===== src/rtl/aabb_closest_hit_reducer.sv =====
`default_nettype none
// ============================================================================
// Module   : aabb_closest_hit_reducer
// Summary  : Streams one ray's hit candidates and keeps the nearest valid hit.
//            In any-hit mode, comparison stops at the first hit.
// Revision : 1.0 - initial release
// ============================================================================

`ifndef FIXED_WIDTH
`define FIXED_WIDTH 32
`endif
`ifndef NULL_PRIMITIVE_INDEX
`define NULL_PRIMITIVE_INDEX 16'hFFFF
`endif

module aabb_closest_hit_reducer #(
    parameter int CNT_WIDTH = 16,
    parameter int FIXED_W   = `FIXED_WIDTH,
    parameter int PI_W      = 16,
    parameter int COLOR_W   = 24,
    parameter int SURF_W    = 4,
    parameter int NORMAL_W  = 48,
    parameter logic [PI_W-1:0] NULL_PI = `NULL_PRIMITIVE_INDEX
) (
    input  logic                 clk,
    input  logic                 resetn,
    input  logic                 in_valid,
    output logic                 in_ready,
    input  logic                 in_hit_b_hit,
    input  logic [FIXED_W-1:0]   in_hit_t,
    input  logic [PI_W-1:0]      in_hit_pi,
    input  logic [COLOR_W-1:0]   in_hit_color,
    input  logic [SURF_W-1:0]    in_hit_surface_type,
    input  logic [NORMAL_W-1:0]  in_hit_normal,
    input  logic                 in_last,
    input  logic                 in_any_hit,
    output logic                 out_valid,
    input  logic                 out_ready,
    output logic                 out_hit_b_hit,
    output logic [FIXED_W-1:0]   out_hit_t,
    output logic [PI_W-1:0]      out_hit_pi,
    output logic [COLOR_W-1:0]   out_hit_color,
    output logic [SURF_W-1:0]    out_hit_surface_type,
    output logic [NORMAL_W-1:0]  out_hit_normal,
    output logic [CNT_WIDTH-1:0] out_count
);

    localparam logic [1:0] S_IDLE   = 2'd0;
    localparam logic [1:0] S_ACCUM  = 2'd1;
    localparam logic [1:0] S_DRAIN  = 2'd2;
    localparam logic [1:0] S_OUTPUT = 2'd3;

    logic [1:0]           state_q,   state_d;
    logic                 mode_q,    mode_d;
    logic [CNT_WIDTH-1:0] count_q,   count_d;
    logic                 b_hit_q,   b_hit_d;
    logic [FIXED_W-1:0]   t_q,       t_d;
    logic [PI_W-1:0]      pi_q,      pi_d;
    logic [COLOR_W-1:0]   color_q,   color_d;
    logic [SURF_W-1:0]    surf_q,    surf_d;
    logic [NORMAL_W-1:0]  normal_q,  normal_d;

    logic                 accept;
    logic                 take;
    logic [CNT_WIDTH-1:0] count_inc;

    assign in_ready  = (state_q != S_OUTPUT);
    assign out_valid = (state_q == S_OUTPUT);
    assign accept    = in_valid && in_ready;

    // Strict less-than: on equal T the earlier candidate is kept.
    assign take = in_hit_b_hit && (!b_hit_q || ($signed(in_hit_t) < $signed(t_q)));

    assign count_inc = (count_q == {CNT_WIDTH{1'b1}}) ? count_q : count_q + 1'b1;

    always_comb begin
        state_d  = state_q;
        mode_d   = mode_q;
        count_d  = count_q;
        b_hit_d  = b_hit_q;
        t_d      = t_q;
        pi_d     = pi_q;
        color_d  = color_q;
        surf_d   = surf_q;
        normal_d = normal_q;

        case (state_q)
            S_IDLE: begin
                if (accept) begin
                    mode_d  = in_any_hit;
                    count_d = CNT_WIDTH'(1);
                    if (in_hit_b_hit) begin
                        b_hit_d  = 1'b1;
                        t_d      = in_hit_t;
                        pi_d     = in_hit_pi;
                        color_d  = in_hit_color;
                        surf_d   = in_hit_surface_type;
                        normal_d = in_hit_normal;
                    end else begin
                        b_hit_d  = 1'b0;
                        t_d      = '0;
                        pi_d     = NULL_PI;
                        color_d  = '0;
                        surf_d   = '0;
                        normal_d = '0;
                    end
                    if (in_last)
                        state_d = S_OUTPUT;
                    else if (in_any_hit && in_hit_b_hit)
                        state_d = S_DRAIN;
                    else
                        state_d = S_ACCUM;
                end
            end
            S_ACCUM: begin
                if (accept) begin
                    count_d = count_inc;
                    if (take) begin
                        b_hit_d  = 1'b1;
                        t_d      = in_hit_t;
                        pi_d     = in_hit_pi;
                        color_d  = in_hit_color;
                        surf_d   = in_hit_surface_type;
                        normal_d = in_hit_normal;
                    end
                    if (in_last)
                        state_d = S_OUTPUT;
                    else if (mode_q && in_hit_b_hit)
                        state_d = S_DRAIN;
                end
            end
            S_DRAIN: begin
                if (accept) begin
                    count_d = count_inc;
                    if (in_last)
                        state_d = S_OUTPUT;
                end
            end
            default: begin
                if (out_ready)
                    state_d = S_IDLE;
            end
        endcase
    end

    always_ff @(posedge clk or negedge resetn) begin
        if (!resetn) begin
            state_q  <= S_IDLE;
            mode_q   <= 1'b0;
            count_q  <= '0;
            b_hit_q  <= 1'b0;
            t_q      <= '0;
            pi_q     <= NULL_PI;
            color_q  <= '0;
            surf_q   <= '0;
            normal_q <= '0;
        end else begin
            state_q  <= state_d;
            mode_q   <= mode_d;
            count_q  <= count_d;
            b_hit_q  <= b_hit_d;
            t_q      <= t_d;
            pi_q     <= pi_d;
            color_q  <= color_d;
            surf_q   <= surf_d;
            normal_q <= normal_d;
        end
    end

    assign out_hit_b_hit        = b_hit_q;
    assign out_hit_t            = t_q;
    assign out_hit_pi           = pi_q;
    assign out_hit_color        = color_q;
    assign out_hit_surface_type = surf_q;
    assign out_hit_normal       = normal_q;
    assign out_count            = count_q;

endmodule

`default_nettype wire


===== config.mk =====
export PLATFORM = sky130hd
export DESIGN_NAME = aabb_closest_hit_reducer
export DESIGN_NICKNAME = d
export VERILOG_FILES = /design/src/rtl/aabb_closest_hit_reducer.sv
export SDC_FILE = /design/constraint.sdc
export NUM_CORES = 1
export LEC_CHECK = 0
export ABC_AREA = 1
export CAP_MARGIN = 20
export CORE_ASPECT_RATIO = 1.1
export CORE_MARGIN = 5
export CORE_UTILIZATION = 41
export DETAILED_ROUTE_END_ITERATION = 10
export PLACE_DENSITY = 0.75
export SYNTH_ARGS = -nofsm -noshare
export SYNTH_HDL_FRONTEND = slang
export SYNTH_SLANG_ARGS = --single-unit
export TNS_END_PERCENT = 20

===== constraint.sdc =====
create_clock -name clk -period 5.85 [get_ports clk]
set_input_delay 1.4625 -clock clk [delete_from_list [all_inputs] [get_ports clk]]
set_output_delay 1.4625 -clock clk [all_outputs]
set_load 0.005 [all_outputs]

==> reports/qor.csv <==
stage;metric;value;unit
pwr;maximum vdd drop;0.254;mV
synthesis;mapped cell area;7830;µm²
finish;final net count;1482;
cts;CTS root buf;clkbuf_16;
pwr;Psw;1.90;mW
pwr;Gate power share;0.460;
grt;global-route wire length before repair;37.0;mm
synthesis;count of different cell masters after synthesis;30;
pwr;power share of the clock group;0.216;
timing;max_slew headroom;0.445;
die;I/O pins;274;
timing;Setup TNS;0;ns
pwr;register share of total power;0.324;
run;MaxCap Viol Count;0;
routing;drt wl/cell;14.5;µm
grt;GRT Total Usage;0.207;
finish;commonest cells after routing, fill and taps aside;309 x nand2_1, 272 x clkdlybuf4s50_1, 171 x inv_1;
timing;worst clock skew;0.0129;ns
worst_setup_path;CP max-delay cell;nand2_4;
routing;DR iter-0 viols;389;
die;Initial Util;0.413;
worst_setup_path;CP max FO;73;
routing;Avg Vias per Cell;4.76;
pwr;sw frac;0.373;
routing;via count;7492;
synthesis;Ys Warns;0;
synthesis;#FFs+latches synth;144;
pwr;P_leak;5.82;nW
place;PortBufs;273;
cts;H-Tree Depth;4;
worst_setup_path;slowest stage delay, CP;0.59;ns
worst_setup_path;cell chain of the critical path;clkdlybuf4s50_1 -> ha_1 -> a21oi_1 -> o21a_1 -> nand2_1 -> a21oi_1 -> nand3_1 -> nand3_1 -> nand2_1 -> nand2_4 -> nand2_4 -> buf_12 -> nand2_1 -> nand2_1;
finish;Area Growth Syn to Fin;44.8;%
timing;final setup margin;1.50;ns
die;area of the core;19000;µm²
timing;final hold viol count;0;
worst_setup_path;worst endpoint data arrival time;4.66;ns
cts;Post-CTS Hold Buffers;0;
pwr;PwrDens;450;nW/µm²
cts;Worst-path clk slew;0.06;ns
grt;global route total overflow;0;
hold_path;HP Class;register to register;
synthesis;EDFF count, synth;0;
grt;largest net degree at the start of global routing;107;
die;Die Wd;142;µm
synthesis;ys async rst share;1.00;
finish;layout cell share with drive strength beyond 1;0.0610;
cts;clk buf depth;2;
routing;total wire length;22.8;mm
grt;initial antenna violation count;0;
place;Place WS;1.04;ns
cts;cts bufs inserted;17;
pwr;Internal Pwr Total;3.20;mW
timing;crit path time final;4.35;ns
timing;Slew Viols, Final;0;
routing;DRC viols;0;
routing;antenna viol nets, final;0;
timing;# setup viols final;0;
die;Rows;53;
cts;Worst-Skew Late Latency;0.42;ns
cts;CTS sink cnt;144;
timing;maximum clock rate;230;MHz
synthesis;sequential element share of the synthesized area;0.463;
synthesis;Syn Area/Cell;7.33;µm²
worst_setup_path;WS Path Type;input pin to register;
worst_setup_path;startpoint types;input pin;
pwr;total power;5.10;mW
synthesis;Syn Nets;1235;
die;Die Height;155;µm
routing;first drt pass iteration count;5;
worst_setup_path;crit-path most repeated cell;nand2_1;
timing;Worst Max-Slew Pin Slew;0.832;ns
cts;TritonCTS clock tree;built;
timing;Tcrit/Tclk final;0.743;
worst_setup_path;Critical Path RT;6.16;ns
finish;Antenna Cells;0;
synthesis;Top FF cell, synth;dfrtp_1;
place;RD Place Congestion;0.847;
cts;post-cts sizing count;0;
finish;commonest non-fill, non-tap cell in the layout;nand2_1;
timing;RSZ-0062 raised after global routing;no;
die;die area;22000;µm²
place;dpl hpwl;15.8;mm
run_status;status;completed;
grt;vias in the first global route;7449;
synthesis;Synth Instances;1068;
worst_setup_path;crit end category;register;
cts;number of buffers added for setup after CTS;0;
-- through the flow --
| step | hold WS, ns | utilization | cells | cell area, µm² |
|---|---|---|---|---|
| after floorplan | 0.451 | - | 1068 | 7830 |
| after global placement | 0.451 | 0.565 | 1542 | 10700 |
| after detailed placement | 0.455 | 0.565 | 1542 | 10700 |
| after CTS | 0.464 | 0.596 | 1574 | 11300 |
| after global routing | 0.474 | 0.597 | 1575 | 11300 |
| final | 0.462 | 0.597 | 1575 | 11300 |
-- routing by layer --
layer	track usage	wire length, µm	vias up	part of all wire
met5	0	0	-	0
met4	0.0782	636	0	0.028
met3	0.0569	1530	34	0.067
met2	0.344	11200	222	0.49
met1	0.255	9400	3483	0.41
li1	-	-	3753	-
-- Yosys cell counts (all sizes together) (2+ instances only) --
| cell | instances | share of area |
|---|---|---|
| dfstp | 16 | 0.054 |
| nand2 | 311 | 0.15 |
| nand4 | 3 | 0.0024 |
| a21oi | 27 | 0.017 |
| or2 | 16 | 0.013 |
| o31ai | 2 | 0.0019 |
| o21ai | 17 | 0.011 |
| ha | 36 | 0.058 |
| clkbuf | 29 | 0.014 |
| nor3 | 7 | 0.0051 |
| o21a | 2 | 0.0019 |
| mux2 | 2 | 0.0029 |
| dfrtp | 128 | 0.41 |
| buf | 24 | 0.018 |
| nand3 | 138 | 0.088 |
| nor2 | 133 | 0.065 |
| inv | 172 | 0.083 |
-- power groups by stage --
stage / sequential (mW) / combinational (mW) / clock [mW]
5_1_grt: 1.71 / 2.62 / 1.18
3_3_place_gp: 1.66 / 2.32 / 0
6_report: 1.65 / 2.35 / 1.10
2_1_floorplan: 1.66 / 1.18 / 0
4_1_cts: 1.66 / 2.38 / 1.13
3_5_place_dp: 1.66 / 2.37 / 0
-- final cells by class --
class | count | area [µm²]
tap | 247 | 309
inverter | 172 | 646
sequential | 144 | 3620
timing repair buffer | 281 | 2840
clock inverter | 13 | 163
multi-input combinational | 699 | 3320
clock buffer | 19 | 433
fill | 1781 | 7630
-- path summary, 6_finish.rpt --
| check | start | to | slack [ns] | depth (start not counted) |
|---|---|---|---|---|
| worst max register to register | out_hit_t[5] | out_hit_surface_type[2] | 2.57 | 17 |
| max in group asynchronous | resetn | out_hit_pi[14] | 3.58 | 3 |
| worst max-delay path | in_hit_t[31] | out_hit_surface_type[2] | 1.50 | 14 |
| worst min-delay path | out_hit_pi[1] | out_hit_pi[1] | 0.46 | 2 |
| min in group asynchronous | resetn | out_hit_normal[19] | 1.01 | 1 |
| worst min register to register | out_hit_pi[1] | out_hit_pi[1] | 0.46 | 2 |
-- kinds of logic (layout without fill, tap and decap cells) --
family,Yosys count,after routing,synth area share
XOR/XNOR,1,1,0.00112
multiplexers,2,2,0.00288
buffers and inverters,225,485,0.114
AND/OR/NAND/NOR,610,610,0.327
AO/OA/AOI/OAI,50,50,0.0344
adder cells (fa/ha/maj),36,36,0.0576
flip-flops,144,144,0.463
-- critical path: cells and delay by family --
kind	cells	cell delay [ns]
simple gates	8	1.49
buf+inv	2	0.87
compound gates	3	0.44
fa+ha+maj	1	0.36
-- state kept, by name, summed over array words and instances (netlist names) --
signal / cells
out_hit_normal: 48
out_count: 16
out_hit_surface_type: 4
out_hit_t: 32
out_hit_color: 24
out_hit_pi: 16
state_q: 2
mode_q: 1
out_hit_b_hit: 1
No activity file was read; power rests on OpenSTA's default activity.
